`config.mk`:
```
export PLATFORM = sky130hd
export DESIGN_NAME = vsc_shift_count_flat
export DESIGN_NICKNAME = d
export VERILOG_FILES = /design/src/rtl/vsc_shift_count_if.sv /design/src/rtl/vsc_shift_count.sv /design/src/flat_wrapper.sv
export SDC_FILE = /design/constraint.sdc
export NUM_CORES = 1
export LEC_CHECK = 0
export ABC_AREA = 0
export CAP_MARGIN = 10
export CORE_MARGIN = 2
export CORE_UTILIZATION = 46
export DETAILED_ROUTE_END_ITERATION = 10
export MAX_ROUTING_LAYER = met4
export PLACE_DENSITY = 0.86
export SETUP_SLACK_MARGIN = 0.5
export SLEW_MARGIN = 25
export SYNTH_ARGS = -nofsm -noshare
export SYNTH_HDL_FRONTEND = slang
export SYNTH_SLANG_ARGS = --single-unit
```
`constraint.sdc`:
```
create_clock -name CLK -period 1.8 [get_ports CLK]
set_clock_uncertainty 0.1 [all_clocks]
set_input_delay 0.36 -clock CLK [delete_from_list [all_inputs] [get_ports CLK]]
set_output_delay 0.36 -clock CLK [all_outputs]
set_load 0.01 [all_outputs]
```
`src/rtl/vsc_shift_count_if.sv`:
```
`default_nettype none
// ============================================================================
// Module   : vsc_shift_count_if
// Purpose  : Pixel shifter, delay-line and line-counter signal bundle.
// Revision : 1.0
// ============================================================================
interface vsc_shift_count_if #(
    parameter int PLANES = 3,
    parameter int DEPTH  = 4,
    parameter int DCH    = 2,
    parameter int VBITS  = 8
);
    logic                      SHIFT_EN;
    logic [PLANES-1:0]         SHIFT_IN;
    logic                      GRAB;
    logic                      REV_A;
    logic                      REV_B;
    logic [DCH-1:0]            DLY_IN;
    logic [DCH-1:0]            DLY_OUT;
    logic [PLANES*DEPTH-1:0]   PIX_OUT;
    logic                      VCLK_EN;
    logic [VBITS-1:0]          VSTART;
    logic [VBITS-1:0]          VEND;
    logic                      VFLIP;
    logic [VBITS-1:0]          VCOUNT;
    logic                      VWRAP;
    logic                      FIELD;

    modport master (
        output SHIFT_EN, SHIFT_IN, GRAB, REV_A, REV_B, DLY_IN,
        output VCLK_EN, VSTART, VEND, VFLIP,
        input  DLY_OUT, PIX_OUT, VCOUNT, VWRAP, FIELD
    );

    modport slave (
        input  SHIFT_EN, SHIFT_IN, GRAB, REV_A, REV_B, DLY_IN,
        input  VCLK_EN, VSTART, VEND, VFLIP,
        output DLY_OUT, PIX_OUT, VCOUNT, VWRAP, FIELD
    );
endinterface
`default_nettype wire

```
`src/rtl/vsc_shift_count.sv`:
```
`default_nettype none
// ============================================================================
// Module   : vsc_shift_count
// Purpose  : N-plane serial-to-parallel shifter with grab, delay lines, and
//            programmable vertical line counter with field toggle.
// Revision : 1.0
// ============================================================================
module vsc_shift_count #(
    parameter int PLANES = 3,
    parameter int DEPTH  = 4,
    parameter int DCH    = 2,
    parameter int DLEN   = 8,
    parameter int VBITS  = 8,
    parameter int VRESET = 8
) (
    input  wire logic       CLK,
    input  wire logic       nRESET,
    vsc_shift_count_if.slave bus
);
    localparam logic [VBITS-1:0] c_VRESET = VBITS'(VRESET);

    logic w_sel;
    assign w_sel = bus.REV_A ^ bus.REV_B;

    // ------------------------------------------------------------------
    // Per-plane shift and holding registers
    // ------------------------------------------------------------------
    for (genvar p = 0; p < PLANES; p++) begin : g_plane
        logic [DEPTH-1:0] r_sr;
        logic [DEPTH-1:0] r_hold;
        logic [DEPTH-1:0] w_rev;

        if (DEPTH == 1) begin : g_d1
            always_ff @(posedge CLK or negedge nRESET) begin
                if (!nRESET)          r_sr <= '0;
                else if (bus.SHIFT_EN) r_sr <= bus.SHIFT_IN[p];
            end
        end else begin : g_dn
            always_ff @(posedge CLK or negedge nRESET) begin
                if (!nRESET)          r_sr <= '0;
                else if (bus.SHIFT_EN) r_sr <= {r_sr[DEPTH-2:0], bus.SHIFT_IN[p]};
            end
        end

        // Grab samples the pre-shift value when it coincides with a strobe.
        always_ff @(posedge CLK or negedge nRESET) begin
            if (!nRESET)      r_hold <= '0;
            else if (bus.GRAB) r_hold <= r_sr;
        end

        always_comb begin
            w_rev = '0;
            for (int i = 0; i < DEPTH; i++) begin
                w_rev[i] = r_hold[DEPTH-1-i];
            end
        end

        assign bus.PIX_OUT[p*DEPTH +: DEPTH] = w_sel ? r_hold : w_rev;
    end

    // ------------------------------------------------------------------
    // Delay-line channels: DLEN stages plus an output register
    // ------------------------------------------------------------------
    for (genvar c = 0; c < DCH; c++) begin : g_dch
        logic [DLEN-1:0] r_stg;
        logic            r_out;

        if (DLEN == 1) begin : g_l1
            always_ff @(posedge CLK or negedge nRESET) begin
                if (!nRESET)           r_stg <= '0;
                else if (bus.SHIFT_EN) r_stg <= bus.DLY_IN[c];
            end
        end else begin : g_ln
            always_ff @(posedge CLK or negedge nRESET) begin
                if (!nRESET)           r_stg <= '0;
                else if (bus.SHIFT_EN) r_stg <= {r_stg[DLEN-2:0], bus.DLY_IN[c]};
            end
        end

        always_ff @(posedge CLK or negedge nRESET) begin
            if (!nRESET)           r_out <= 1'b0;
            else if (bus.SHIFT_EN) r_out <= r_stg[DLEN-1];
        end

        assign bus.DLY_OUT[c] = r_out;
    end

    // ------------------------------------------------------------------
    // Vertical line counter
    // ------------------------------------------------------------------
    logic [VBITS-1:0] r_cnt;
    logic             r_vwrap;
    logic             r_field;

    always_ff @(posedge CLK or negedge nRESET) begin
        if (!nRESET) begin
            r_cnt   <= c_VRESET;
            r_vwrap <= 1'b0;
            r_field <= 1'b0;
        end else if (bus.VCLK_EN) begin
            if (r_cnt == bus.VEND) begin
                r_cnt   <= bus.VSTART;
                r_vwrap <= 1'b1;
                r_field <= ~r_field;
            end else begin
                r_cnt   <= r_cnt + 1'b1;
                r_vwrap <= 1'b0;
            end
        end else begin
            r_vwrap <= 1'b0;
        end
    end

    // Flip is presentation only; compare and reload use the raw count.
    assign bus.VCOUNT = r_cnt ^ {VBITS{bus.VFLIP}};
    assign bus.VWRAP  = r_vwrap;
    assign bus.FIELD  = r_field;

endmodule
`default_nettype wire

```
`src/flat_wrapper.sv`:
```
// flat-port wrapper written by rule: the top's interface ports become plain ports
module vsc_shift_count_flat 
#(
    parameter int PLANES = 3,
    parameter int DEPTH  = 4,
    parameter int DCH    = 2,
    parameter int DLEN   = 8,
    parameter int VBITS  = 8,
    parameter int VRESET = 8
)
  (CLK, nRESET, bus_SHIFT_EN, bus_SHIFT_IN, bus_GRAB, bus_REV_A, bus_REV_B, bus_DLY_IN, bus_VCLK_EN, bus_VSTART, bus_VEND, bus_VFLIP, bus_DLY_OUT, bus_PIX_OUT, bus_VCOUNT, bus_VWRAP, bus_FIELD);
  vsc_shift_count_if #(.PLANES(PLANES), .DEPTH(DEPTH), .DCH(DCH), .VBITS(VBITS)) bus_i ();
  input  wire logic CLK;
  input  wire logic nRESET;
  input wire logic [$bits(bus_i.SHIFT_EN)-1:0] bus_SHIFT_EN;
  input wire logic [$bits(bus_i.SHIFT_IN)-1:0] bus_SHIFT_IN;
  input wire logic [$bits(bus_i.GRAB)-1:0] bus_GRAB;
  input wire logic [$bits(bus_i.REV_A)-1:0] bus_REV_A;
  input wire logic [$bits(bus_i.REV_B)-1:0] bus_REV_B;
  input wire logic [$bits(bus_i.DLY_IN)-1:0] bus_DLY_IN;
  input wire logic [$bits(bus_i.VCLK_EN)-1:0] bus_VCLK_EN;
  input wire logic [$bits(bus_i.VSTART)-1:0] bus_VSTART;
  input wire logic [$bits(bus_i.VEND)-1:0] bus_VEND;
  input wire logic [$bits(bus_i.VFLIP)-1:0] bus_VFLIP;
  output wire logic [$bits(bus_i.DLY_OUT)-1:0] bus_DLY_OUT;
  output wire logic [$bits(bus_i.PIX_OUT)-1:0] bus_PIX_OUT;
  output wire logic [$bits(bus_i.VCOUNT)-1:0] bus_VCOUNT;
  output wire logic [$bits(bus_i.VWRAP)-1:0] bus_VWRAP;
  output wire logic [$bits(bus_i.FIELD)-1:0] bus_FIELD;
  assign bus_i.SHIFT_EN = bus_SHIFT_EN;
  assign bus_i.SHIFT_IN = bus_SHIFT_IN;
  assign bus_i.GRAB = bus_GRAB;
  assign bus_i.REV_A = bus_REV_A;
  assign bus_i.REV_B = bus_REV_B;
  assign bus_i.DLY_IN = bus_DLY_IN;
  assign bus_i.VCLK_EN = bus_VCLK_EN;
  assign bus_i.VSTART = bus_VSTART;
  assign bus_i.VEND = bus_VEND;
  assign bus_i.VFLIP = bus_VFLIP;
  assign bus_DLY_OUT = bus_i.DLY_OUT;
  assign bus_PIX_OUT = bus_i.PIX_OUT;
  assign bus_VCOUNT = bus_i.VCOUNT;
  assign bus_VWRAP = bus_i.VWRAP;
  assign bus_FIELD = bus_i.FIELD;
  vsc_shift_count #(.PLANES(PLANES), .DEPTH(DEPTH), .DCH(DCH), .DLEN(DLEN), .VBITS(VBITS), .VRESET(VRESET)) u_core (.CLK(CLK), .nRESET(nRESET), .bus(bus_i));
endmodule
```
; After elaboration in Yosys (flattened, before gate mapping)
; Cells that the tools add are included.
[totals]
ff_bits = 52
input_bits = 29
out_inout_bits = 24
wordCells = 25
[classes]
n_addsub = 1
n_eq_ne = 1
n_mux = 6
bitwise_logic = 3
reduce_logical = 1
[ops]
columns = op, n
row1 = $mux W4, 3
row2 = $add A8 B1 Y8 const B, 1
row3 = $eq A8 B8 Y1, 1
row4 = $mux W8, 1
row5 = $xor A8 B8 Y8, 1
row6 = $mux W1, 2
row7 = $reduce_and A2 Y1, 1
row8 = $not A1 Y1, 1
row9 = $xor A1 B1 Y1, 1

; Logic depth before layout (Yosys ltp)
[logic_depth]
depth_word = 3
depth_mapped = 6
ltp_nobuf = 5

; Worst setup path before layout
; No wires, ideal clock.
[synth_path]
kind = reg2reg
from = register u_core.r_cnt[3]
to = register u_core.r_cnt[0]
setup_time_ns = 0.126
arrival_ns = 1.540
slack_ns = 0.033
path_stages_with_launch = 7
n_path_buf = 2
cell_sequence = dfstp_2 -> buf_6 -> xnor2_2 -> nand4_1 -> or2_1 -> buf_2 -> a311o_1
[synth_via]
elab_chain_len = 2
[synth_rtl]
columns = item, line_no
row1 = start: declaration, vsc_shift_count.sv:91  ; logic [VBITS-1:0] r_cnt;
row2 = start signal: assignment, vsc_shift_count.sv:97  ; r_cnt <= c_VRESET;
row3 = start signal: assignment, vsc_shift_count.sv:102  ; r_cnt <= bus.VSTART;
row4 = start signal: assignment, vsc_shift_count.sv:106  ; r_cnt <= r_cnt + 1'b1;
row5 = $eq A8 B8 Y1, vsc_shift_count.sv:101  ; if (r_cnt == bus.VEND) begin
row6 = $mux W8, vsc_shift_count.sv:101
; Every way passes these cells.
; A chain may end at the register's enable or synchronous reset.

; Final worst setup path
[layout_path]
from = input port bus_REV_B
to = output port bus_PIX_OUT[2]
[layout_via]
elab_chain_len = 2
[layout_rtl]
columns = item, line_no
row1 = start: declaration, flat_wrapper.sv:19  ; input wire logic [$bits(bus_i.REV_B)-1:0] bus_REV_B;
row2 = $xor A1 B1 Y1, vsc_shift_count.sv:23  ; assign w_sel = bus.REV_A ^ bus.REV_B;
row3 = $mux W4, vsc_shift_count.sv:58  ; assign bus.PIX_OUT[p*DEPTH +: DEPTH] = w_sel ? r_hold : w_rev;
row4 = end: declaration, flat_wrapper.sv:26  ; output wire logic [$bits(bus_i.PIX_OUT)-1:0] bus_PIX_OUT;
; Every way passes these cells.

==> qor.yml <==
status: "complete, no violations"
rsz0062_at_grt: "true"
finalHoldViolations: 0
vdd_drop_max_uv: 589.7
n_fill_cell: 414
die_x_um: 78.20
place.gp.congestion: 0.8879
die_area_um2: 6114
clockBufferDepth: 2
path_common_cell: "buf_6"
critical_path.endpoint_type: "output port"
power.density_nw_per_um2: 1172
grt_max_degree: 53
cpPeakStageDelay_ns: 0.22
cts_buffers: 5
fin_crit_ns: 1.687
required_ns: 1.34
pre_cts_ws_ns: -0.6806
yosys.cell_count.top_type: "dfrtp_1"
cts_tree: "built"
grt_overflow: 0
fmax_mhz: 592.7
worst_hold_path_type: "reg -> reg"
critPathLaunchType: "input pin"
io_pins: 53
crit_chain: "buf_6 > buf_6 > xor2_4 > clkbuf_16 > nand2_2 > nand2_1 > buf_2"
globalRouteMet2Util: 0.3353
crit_fanout: 6
synthTopCellsByCount: "dfrtp_1 (51), nand2_1 (45), mux2_2 (42)"
regArea_um2: 1310
synth.area.top_cells: "dfrtp_1 (50%), mux2_2 (19%), nand2_1 (6.7%)"
critPathBufInv: 4
dr.first_iter.drc_count: 147
dpl.hpwl_um: 3414
slew_headroom: 0.8143
diodes: 0
grt_pass1_vias: 2002
cts_max_level: 2
clk_latency_ns: 0.30
synthToLayoutAreaGrowth_pct: 43.08
drive_gt1_frac: 0.4884
grt_usage: 0.1989
yosys_register_bits: 52
synth_edf_count: 0
fin_nets: 330
die_h_um: 78.20
syn-num-nets: 253
grt_pass1_wl_um: 9287
port_buffers: 52
grtUsageMet1: 0.2407
synthCells: 223
ys_async_sr_fraction: 1.000
ys_types: 30
routedWlPerCell_um: 14.84
core_um2: 5405
grt_antenna_before_repair: 0
cts_root_buf: "clkbuf_8"
synth_top_area_cell: "dfrtp_1"
p_leak_nw: 1.655
clkSlewWorstSetupHoldPaths_ns: 0.09
critPathKind: "in -> out"
period_share: 0.9374
drc_errors: 0
setup_ws_ns: 0.1127
clkSinkCount: 52
cpMaxStageDelayCell: "xor2_4"
initial_utilization: 0.4685
drv_cap: 0
final_area_um2: 3623
worstPathArrival_ns: 1.23
crit_family: "buffers and inverters"
met3_usage: 0.03908
multi_input_area_um2: 1270
syn_area_um2: 2532
via_count: 1913
ant_nets: 0
syn_area_per_cell_um2: 11.36
viasPerCell: 5.129
grt-busiest-layer: "met2"
maxSlewViolCount: 0
worst_pin_slew_ns: 0.2785
finalSetupViolCount: 0
place_area_um2: 3256
ys_seq_area_frac: 0.5143
synthDominantCellAreaShare: 0.5040
rows: 27
synth_ff_type: "dfrtp_1"
drt-total-wl_um: 5537
ys_warn_count: 0
first_pass_iters: 5
-- timing repair --
| action | in CTS | in global routing |
|---|---|---|
| pin swaps | 36 | 11 |
| endpoints found under the hold margin | 51 | 0 |
| buffers inserted | 10 | 4 |
| hold buffers | 1 | 0 |
| cloned | 3 | 0 |
| resized for setup | 140 | 18 |
| endpoints found under the setup margin | 64 | 33 |
-- stage by stage --
| step | hold slack (ns) | utilization | power [W] | std cells | TNS (ns) |
|---|---|---|---|---|---|
| after CTS | 0.4117 | 0.6509 | 0.004123 | 369 | 0 |
| after floorplan | -0.03559 | - | 0.002712 | 223 | 0 |
| after global placement | 0.2685 | 0.6023 | 0.003234 | 347 | -11.23 |
| after detailed placement | 0.2719 | 0.6023 | 0.003291 | 347 | -12.33 |
| after global routing | 0.4313 | 0.6704 | 0.004541 | 373 | 0 |
| final | 0.4078 | 0.6704 | 0.004248 | 373 | 0 |
-- per-layer routing --
layer	wire length, um	vias up
li1	-	912
met1	2233	931
met2	2997	64
met3	246	6
met4	60	0
met5	0	-
-- flip-flops by register name, indices dropped and copies added (netlist names) --
name                   cells
u_core.g_dch.r_stg        16
u_core.g_plane.r_hold     12
u_core.g_plane.r_sr       12
u_core.r_cnt               8
u_core.g_dch.r_out         2
u_core.bus.FIELD           1
u_core.bus.VWRAP           1
-- final cells by class --
type,count,area share
clock buffer,5,0.01899
clock inverter,3,0.01174
inverter,8,0.008287
multi-input combinational,146,0.3505
sequential,52,0.3615
tap,72,0.02486
timing repair buffer,87,0.2241
-- cell usage in the layout (no fill, tap or decap), drive strengths merged --
master and count:
clkdlybuf4s15 1, or2 1, nor3 4, xnor2 10
ha 1, bufinv 1, clkinv 1, bufbuf 1
clkdlybuf4s50 21, o31ai 1, inv 8, dlygate4sd2 3
and3 1, o221ai 7, nand3 4, o32a 1
a311o 1, clkinvlp 1, mux2 42, dfstp 1
buf 59, clkbuf 6, o21a 1, nand4 3
xor2 10, nor4 3, and2 2, o22ai 4
nor2 2, o21ai 2, nand2 45, dlygate4sd3 1
o211ai 1, dfrtp 51
-- kinds of logic (layout without fill, tap and decap cells) --
| family | Yosys count | count (layout) | synth area share |
|---|---|---|---|
| buf+inv | 26 | 103 | 0.05434 |
| fa+ha+maj | 1 | 1 | 0.004940 |
| mux | 42 | 42 | 0.1868 |
| xor+xnor | 19 | 20 | 0.07460 |
| compound gates | 18 | 18 | 0.05484 |
| flops | 52 | 52 | 0.5143 |
| simple gates | 65 | 65 | 0.1102 |
-- final timing paths --
path | from | to | slack (ns) | cells past startpoint
max in group asynchronous | nRESET | u_core.r_cnt[3] | 0.86 | 3
min | u_core.g_dch[1].r_stg[3] | u_core.g_dch[1].r_stg[4] | 0.41 | 1
min reg2reg | u_core.g_dch[1].r_stg[3] | u_core.g_dch[1].r_stg[4] | 0.41 | 1
max reg2reg | u_core.r_cnt[3] | u_core.r_cnt[0] | 0.14 | 4
max | bus_REV_B | bus_PIX_OUT[2] | 0.11 | 7
min in group asynchronous | nRESET | u_core.g_dch[1].r_stg[7] | 0.47 | 3
-- worst register-to-register path: cells and delay by family (launching register included) --
family	cells	cell delay (ns)
simple gates	2	0.47
flops	1	0.60
xor+xnor	1	0.12
compound gates	1	0.27
-- report_power, final --
group	leakage (nW)	internal, W	switching, W
sequential	0.603	0.00149	0.000283
combinational	0.998	0.000950	0.000745
clock	0.0541	0.000412	0.000365
total	1.65	0.00286	0.00139
Power figures use the tool's default switching activity.
